`src/rtl/mandel_scan_sequencer.sv`:
```
// ============================================================================
//  Module   : mandel_scan_sequencer
//  Purpose  : Raster frame scanner: launches one Mandelbrot engine run per
//             pixel and emits a colour-mapped pixel under valid/ready.
//             Optional engine watchdog: define MANDEL_SCAN_TIMEOUT_EN.
//  Revision : 1.0  initial release
// ============================================================================
`default_nettype none

module mandel_scan_sequencer #(
    parameter int FIXED_POINT_WIDTH = 16,
    parameter int H_PIXELS          = 160,
    parameter int V_PIXELS          = 120,
    parameter int ITER_WIDTH        = 8
) (
    input  logic                             clk,
    input  logic                             nrst,
    input  logic                             cfg_valid,
    input  logic [3*FIXED_POINT_WIDTH-1:0]   cfg_data,
    output logic                             eng_start,
    output logic [FIXED_POINT_WIDTH-1:0]     eng_c_real,
    output logic [FIXED_POINT_WIDTH-1:0]     eng_c_imag,
    input  logic                             eng_valid,
    input  logic                             eng_is_mandelbrot,
    input  logic [ITER_WIDTH-1:0]            eng_iterations,
    output logic                             pix_valid,
    input  logic                             pix_ready,
    output logic [23:0]                      pix_color,
    output logic [$clog2(H_PIXELS)-1:0]      pix_x,
    output logic [$clog2(V_PIXELS)-1:0]      pix_y,
    output logic                             pix_last,
    output logic                             busy,
    output logic                             timeout_err
);

    localparam int FPW = FIXED_POINT_WIDTH;
    localparam int XW  = $clog2(H_PIXELS);
    localparam int YW  = $clog2(V_PIXELS);

    localparam logic [1:0] S_IDLE   = 2'd0;
    localparam logic [1:0] S_LAUNCH = 2'd1;
    localparam logic [1:0] S_WAIT   = 2'd2;
    localparam logic [1:0] S_EMIT   = 2'd3;

    localparam logic [XW-1:0] c_X_LAST = XW'(H_PIXELS - 1);
    localparam logic [YW-1:0] c_Y_LAST = YW'(V_PIXELS - 1);

    logic [1:0]     r_state;
    logic [FPW-1:0] r_origin_re;
    logic [FPW-1:0] r_step;
    logic [FPW-1:0] r_acc_re;
    logic [FPW-1:0] r_acc_im;
    logic [XW-1:0]  r_x;
    logic [YW-1:0]  r_y;
    logic [23:0]    r_color;

    logic [7:0]     w_it;
    logic [23:0]    w_color;
    logic           w_x_last;
    logic           w_y_last;
    logic           w_timeout;

    generate
        if (ITER_WIDTH >= 8) begin : g_it_trunc
            assign w_it = eng_iterations[7:0];
        end else begin : g_it_ext
            assign w_it = {{(8 - ITER_WIDTH){1'b0}}, eng_iterations};
        end
    endgenerate

    assign w_color  = {w_it, w_it[5:0], 2'b00, ~w_it};
    assign w_x_last = (r_x == c_X_LAST);
    assign w_y_last = (r_y == c_Y_LAST);

`ifdef MANDEL_SCAN_TIMEOUT_EN
    // Watchdog limit: 2^ITER_WIDTH + 8 cycles spent in WAIT.
    localparam int              WDW         = ITER_WIDTH + 2;
    localparam logic [WDW-1:0]  c_WDOG_LAST = WDW'((1 << ITER_WIDTH) + 7);

    logic [WDW-1:0] r_wdog;
    logic           r_timeout_err;

    assign w_timeout   = (r_state == S_WAIT) && !eng_valid && (r_wdog == c_WDOG_LAST);
    assign timeout_err = r_timeout_err;

    always_ff @(posedge clk or negedge nrst) begin
        if (!nrst) begin
            r_wdog        <= '0;
            r_timeout_err <= 1'b0;
        end else begin
            if (r_state == S_LAUNCH) begin
                r_wdog <= '0;
            end else if (r_state == S_WAIT) begin
                r_wdog <= r_wdog + WDW'(1);
            end
            if (r_state == S_IDLE && cfg_valid) begin
                r_timeout_err <= 1'b0;
            end else if (w_timeout) begin
                r_timeout_err <= 1'b1;
            end
        end
    end
`else
    assign w_timeout   = 1'b0;
    assign timeout_err = 1'b0;
`endif

    always_ff @(posedge clk or negedge nrst) begin
        if (!nrst) begin
            r_state     <= S_IDLE;
            r_origin_re <= '0;
            r_step      <= '0;
            r_acc_re    <= '0;
            r_acc_im    <= '0;
            r_x         <= '0;
            r_y         <= '0;
            r_color     <= '0;
        end else begin
            case (r_state)
                S_IDLE: begin
                    if (cfg_valid) begin
                        r_origin_re <= cfg_data[FPW-1:0];
                        r_step      <= cfg_data[3*FPW-1:2*FPW];
                        r_acc_re    <= cfg_data[FPW-1:0];
                        r_acc_im    <= cfg_data[2*FPW-1:FPW];
                        r_x         <= '0;
                        r_y         <= '0;
                        r_state     <= S_LAUNCH;
                    end
                end
                S_LAUNCH: begin
                    r_state <= S_WAIT;
                end
                S_WAIT: begin
                    if (eng_valid) begin
                        r_color <= eng_is_mandelbrot ? 24'h000000 : w_color;
                        r_state <= S_EMIT;
                    end else if (w_timeout) begin
                        r_color <= 24'hFF00FF;
                        r_state <= S_EMIT;
                    end
                end
                S_EMIT: begin
                    if (pix_ready) begin
                        if (w_x_last && w_y_last) begin
                            r_state <= S_IDLE;
                        end else begin
                            // Row wrap rewinds real axis; imaginary axis walks downward.
                            if (w_x_last) begin
                                r_x      <= '0;
                                r_y      <= r_y + YW'(1);
                                r_acc_re <= r_origin_re;
                                r_acc_im <= r_acc_im - r_step;
                            end else begin
                                r_x      <= r_x + XW'(1);
                                r_acc_re <= r_acc_re + r_step;
                            end
                            r_state <= S_LAUNCH;
                        end
                    end
                end
                default: r_state <= S_IDLE;
            endcase
        end
    end

    assign eng_start  = (r_state == S_LAUNCH);
    assign eng_c_real = r_acc_re;
    assign eng_c_imag = r_acc_im;
    assign pix_valid  = (r_state == S_EMIT);
    assign pix_color  = r_color;
    assign pix_x      = r_x;
    assign pix_y      = r_y;
    assign pix_last   = pix_valid & w_x_last & w_y_last;
    assign busy       = (r_state != S_IDLE);

endmodule

`default_nettype wire

```
`config.mk`:
```
export PLATFORM = sky130hd
export DESIGN_NAME = mandel_scan_sequencer
export DESIGN_NICKNAME = d
export VERILOG_FILES = /design/src/rtl/mandel_scan_sequencer.sv
export SDC_FILE = /design/constraint.sdc
export NUM_CORES = 1
export LEC_CHECK = 0
export BUFFER_PORTS_ARGS = -buffer_cell sky130_fd_sc_hd__buf_2
export CAP_MARGIN = 25
export CELL_PAD_IN_SITES_DETAIL_PLACEMENT = 1
export CELL_PAD_IN_SITES_GLOBAL_PLACEMENT = 1
export CORE_ASPECT_RATIO = 0.75
export CORE_MARGIN = 2
export CORE_UTILIZATION = 41
export DETAILED_ROUTE_END_ITERATION = 10
export PLACE_DENSITY = 0.88
export REMOVE_ABC_BUFFERS = 1
export SLEW_MARGIN = 20
export SYNTH_ARGS = -nofsm -noshare
export SYNTH_HDL_FRONTEND = slang
export SYNTH_SLANG_ARGS = --single-unit
```
`constraint.sdc`:
```
create_clock -name clk -period 2.8 [get_ports clk]
set_input_delay 0.56 -clock clk [delete_from_list [all_inputs] [get_ports clk]]
set_output_delay 0.56 -clock clk [all_outputs]
set_load 0.02 [all_outputs]
```
# Word-level counts from Yosys, hierarchy flattened
# Index checks and enable logic that the tools add are counted.
word_totals:
  ff_bits: 105
  out_inout_bits: 76
classes:
  mux: 26
  n_reduce_logical: 9
  eq_ne: 10
  add_sub_neg: 4
  bitwise: 3
op_table:
  columns: ["operator", "count"]
  rows:
  - ["16-bit 2-to-1 mux", 8]
  - ["16-bit case mux with 2 select lines", 2]
  - ["8-bit 2-to-1 mux", 4]
  - ["7-bit 2-to-1 mux", 4]
  - ["24-bit 2-to-1 mux", 1]
  - ["16-bit adder", 1]
  - ["8-bit case mux with 2 select lines", 1]
  - ["16-bit subtractor", 1]
  - ["7-bit case mux with 2 select lines", 1]
  - ["8-bit by 1-bit adder with 8-bit output (second input constant)", 1]
  - ["8-bit == test (second input constant)", 1]
  - ["8-bit NOT", 1]
  - ["2-bit case mux with 4 select lines", 1]
  - ["7-bit by 1-bit adder with 7-bit output (second input constant)", 1]
  - ["7-bit == test (second input constant)", 1]
  - ["2-bit 2-to-1 mux", 3]
  - ["2-bit != test (second input constant)", 3]
  - ["5-bit AND reduction", 1]
  - ["2-bit == test (second input constant)", 2]
  - ["2-bit by 1-bit != test with 1-bit output (second input constant)", 2]
  - ["2-bit AND reduction", 2]
  - ["4-bit AND reduction", 1]
  - ["2-bit nonzero test", 2]
  - ["3-bit AND reduction", 1]
  - ["other kinds (5)", 6]

# Logic depth before layout (Yosys ltp)
depth:
  depth_word: 5
  ltp_mapped: 10
  ltp_nobuf: 10

# Worst setup path before layout
# OpenSTA, ideal clock, no wires.
synth_path:
  path_type: "register to output"
  start: "reg r_x[0] (netlist: pix_x[0])"
  end: "out pix_last"
  path_buffers: 2
  path_slack_ps: 268
  path_stages_with_launch: 7
  arrival_time_ps: 1972
  cell_sequence: "dfrtp_1 > ha_1 > nand4_1 > nor3_1 > clkbuf_1 > clkbuf_1 > and3_1"
synth_via:
  elab_chain_len: 3
synth_lines:
  columns: ["item", "line", "rtl"]
  rows:
  - ["from (decl)", "53", "logic [XW-1:0] r_x;"]
  - ["from (signal assigned)", "155", "r_x <= r_x + XW'(1);"]
  - ["8-bit == test", "72", "assign w_x_last = (r_x == c_X_LAST);"]
  - ["1-bit AND (2 in series)", "174", "assign pix_last = pix_valid & w_x_last & w_y_last;"]
  - ["to (decl)", "31", "output logic pix_last,"]
# Every way passes these cells.

# Worst setup path after layout
# Ends and elaborated chain as after synthesis.

==> run summary <==
Period Utilization, post-route -> 95.9%
Number of CTS-inserted buffers -> 9
Class of the worst hold path -> in -> async
# setup viols final -> 0
Post-Synth Simple-Gate Area -> 15.0%
Area growth, synth to finish -> 21.7%
Number of search-and-repair iterations in the first detailed-routing pass -> 4
Vias in the first global route -> 5768
P per Cell Area -> 1440 nW/um2
Slew at the pin closest to its max-slew limit -> 0.933 ns
Average wire per cell in the routed design -> 20.1 um
Xor and xnor fraction of the mapped netlist area -> 4.67%
Routed vias -> 5410
Filler-free cell count of the finished design -> 945
Chip width -> 142 um
Count of buffers inserted at the top-level ports -> 134
CTS tree -> done
Core Area -> 13800 um2
Kind of capture point of the worst setup path -> primary output
FF+latch count, synth -> 97
Maximum VDD drop -> 0.000511 V
Slew HR -> 37.7%
Startpoint type of the worst setup path -> flip-flop
Pin count of the biggest net entering global routing -> 44
Min cycle time layout -> 2.69 ns
Share of the synthesized area in compound gates (AO/OA/AOI/OAI) -> 18.2%
Placer Congestion -> 0.875
Worst Setup Path Type -> reg -> out
Clock Skew -> 0.00968 ns
Remaining design rule violation count -> 0
Total I/O pin count -> 138
Placed instance count -> 929
# Max-Cap Violations -> 0
Setup repair after global routing missed its margin -> false
Highest Clock Rate -> 0.372 GHz
Library cells used by synthesis -> 46
Buffers from clock root to sink, at most -> 2
Netlist area before placement -> 5820 um2
Adder and majority gate portion of the synthesized area -> 8.43%
Fraction of registers with async set/reset -> 100%
Data arrival at the endpoint of the critical path -> 2.13 ns
End of the worst register-to-register path -> pix_y[3]$_DFFE_PN0P_
Total of warnings raised by yosys -> 0
Routed vias/inst -> 5.72
Number of sinks driven by the clock tree -> 97
Combinational family with the most area after synthesis -> compound AO/OA/AOI/OAI gates
Most common library cells after synthesis -> dfrtp_1, nand2_1, o21ai_0
Layout cells sized above 1 -> 27.2%
Reg2reg start -> pix_x[0]$_DFFE_PN0P_
Area of the die -> 15200 um2
Cell at the root of the clock tree -> clkbuf_16
Dominant cells by area after synthesis -> dfrtp_1, ha_1, mux2_2, nand2_1, o21ai_0
Share of synthesized area spent on multiplexers -> 7.40%
Total power of the final layout -> 10.2 mW
Final number of hold-violating endpoints -> 0
Max H-tree Level -> 3
Top-count cell post-synth -> dfrtp_1
Required time of the critical path -> 2.24 ns
Result of the run -> complete, no violations
Worst-case reg-to-reg path depth -> 8
Global routing usage summed across all routing layers -> 25.2%
Detailed placement HPWL -> 14200 um
Most frequently used flop master after synthesis -> dfrtp_1
Antenna viol nets, final -> 0
Global-route wire length before repair -> 29900 um
Clock Latency Late Sink -> 0.36 ns
Number of pins with negative max-slew slack in the final report -> 0
Synth Area per Inst -> 9.16 um2
Site Rows -> 37
Number of synthesized flops with an enable pin -> 0
Overall overflow remaining after global route -> 0
Routed WL -> 19000 um
Initial antenna violation count -> 1
Clock transition at path regs -> 0.07 ns
Share of the synthesized area in the top cell type -> 41.7%
Starting Density -> 42.2%
Leakage Power -> 3.44 nW
# nets final -> 865
Reg2Reg Setup Slack -> 0.12 ns
Syn Inst Count -> 635
Biggest area consumer among synthesized cells -> dfrtp_1
Number of hold-repair buffers added at the cts stage -> 0
Number of filler cells placed in the layout -> 1641
Crit-path max FO -> 8
DR iter-0 viols -> 312
Proportion of synthesized chip area in sequential cells -> 41.7%
Die extent in y -> 107 um
## cells in the final DEF, fill, tap and decap left out, drive strengths merged, types with 9 or more instances in the layout
master	Yosys	routed
dfrtp	97	97
clkbuf	22	10
inv	25	26
nand2	87	87
and3	10	10
o21ai	62	62
o31ai	10	10
o211ai	11	11
nand3	15	15
a21oi	50	50
nor2	40	40
buf	14	153
ha	36	36
mux2	32	32
xor2	15	15
xnor2	16	16
a31oi	9	9
nand2b	12	12
## cells by family (layout without fill, tap and decap cells)
logic type                 Yosys count  in the layout
and+or+nand+nor                    193            193
muxes                               39             39
adders and majority gates           38             38
buffers and inverters               61            193
AOI/OAI and AO/OA                  175            175
xor gates and xnor gates            31             31
other                                1              4
DFF                                 97             97
## timing repair
action / in CTS / in global routing
buffers inserted: 0 / 0
gates resized for setup: 0 / 5
setup endpoints to repair: 0 / 7
## flip-flops by register name, summed over array words and instances, names as in the netlist
register     flops
eng_c_real      16
r_step          16
eng_c_imag      16
pix_color       16
pix_x            8
r_state          2
pix_y            7
r_origin_re     16
## final cells by class
class	count	area, um2	area share [%]
clock inverters	5	104	1.47
diodes	1	2.50	0.0354
repair buffers	153	828	11.7
flip-flops and latches	97	2430	34.3
multi-input cells	479	3170	44.8
inverters	25	93.8	1.33
well taps	175	219	3.09
clock buffers	10	229	3.23
## power breakdown
group / switching [mW] / total [mW] / leakage [nW] / internal [mW]
clock network: 0.555 / 1.43 / 0.163 / 0.871
logic: 3.80 / 6.18 / 2.07 / 2.38
registers: 0.540 / 2.56 / 1.21 / 2.02
## how the worst max path moves through the flow
stage | from | to | slack, ns
floorplan | r_state[1]$_DFFE_PN0P_ | pix_x[6]$_DFFE_PN0P_ | -1.23
global placement | eng_c_real[0]$_DFFE_PN0P_ | eng_c_real[14]$_DFFE_PN0P_ | 0.26
detailed placement | eng_c_real[0]$_DFFE_PN0P_ | eng_c_real[14]$_DFFE_PN0P_ | 0.12
CTS | pix_x[0]$_DFFE_PN0P_ | pix_last | 0.02
global route | pix_x[0]$_DFFE_PN0P_ | pix_y[3]$_DFFE_PN0P_ | 0.004
finish | pix_x[0]$_DFFE_PN0P_ | pix_last | 0.11
## worst max-delay path, stage by stage, from the launching register on
cell,delay [ns]
dfrtp_1,0.42
ha_1,0.26
nand4_1,0.23
nor3_4,0.48
and3_1,0.21
buf_2,0.17
## per-stage QoR
step | worst slack (ns) | hold WS, ns | utilization [%] | setup TNS, ns | cell area [um2]
global placement | 0.259 | 0.456 | 48.6 | 0 | 6710
floorplan | -1.23 | 0.264 | - | -43.42 | 5650
finish | 0.114 | 0.151 | 51.3 | 0 | 7080
detailed placement | 0.117 | 0.468 | 48.6 | 0 | 6710
global route | 0.00392 | 0.189 | 51.3 | 0 | 7080
CTS | 0.0233 | 0.180 | 51.1 | 0 | 7040
## per-layer routing
layer  up-vias  global-route usage [%]  part of all wire, %
li1       2492                       -                    -
met2       168                    42.2                   49
met4         0                    7.86                  1.6
met5         -                       0                    0
met3        24                    5.09                  5.5
met1      2726                    33.0                   44
(Power assumes the default switching activity.)
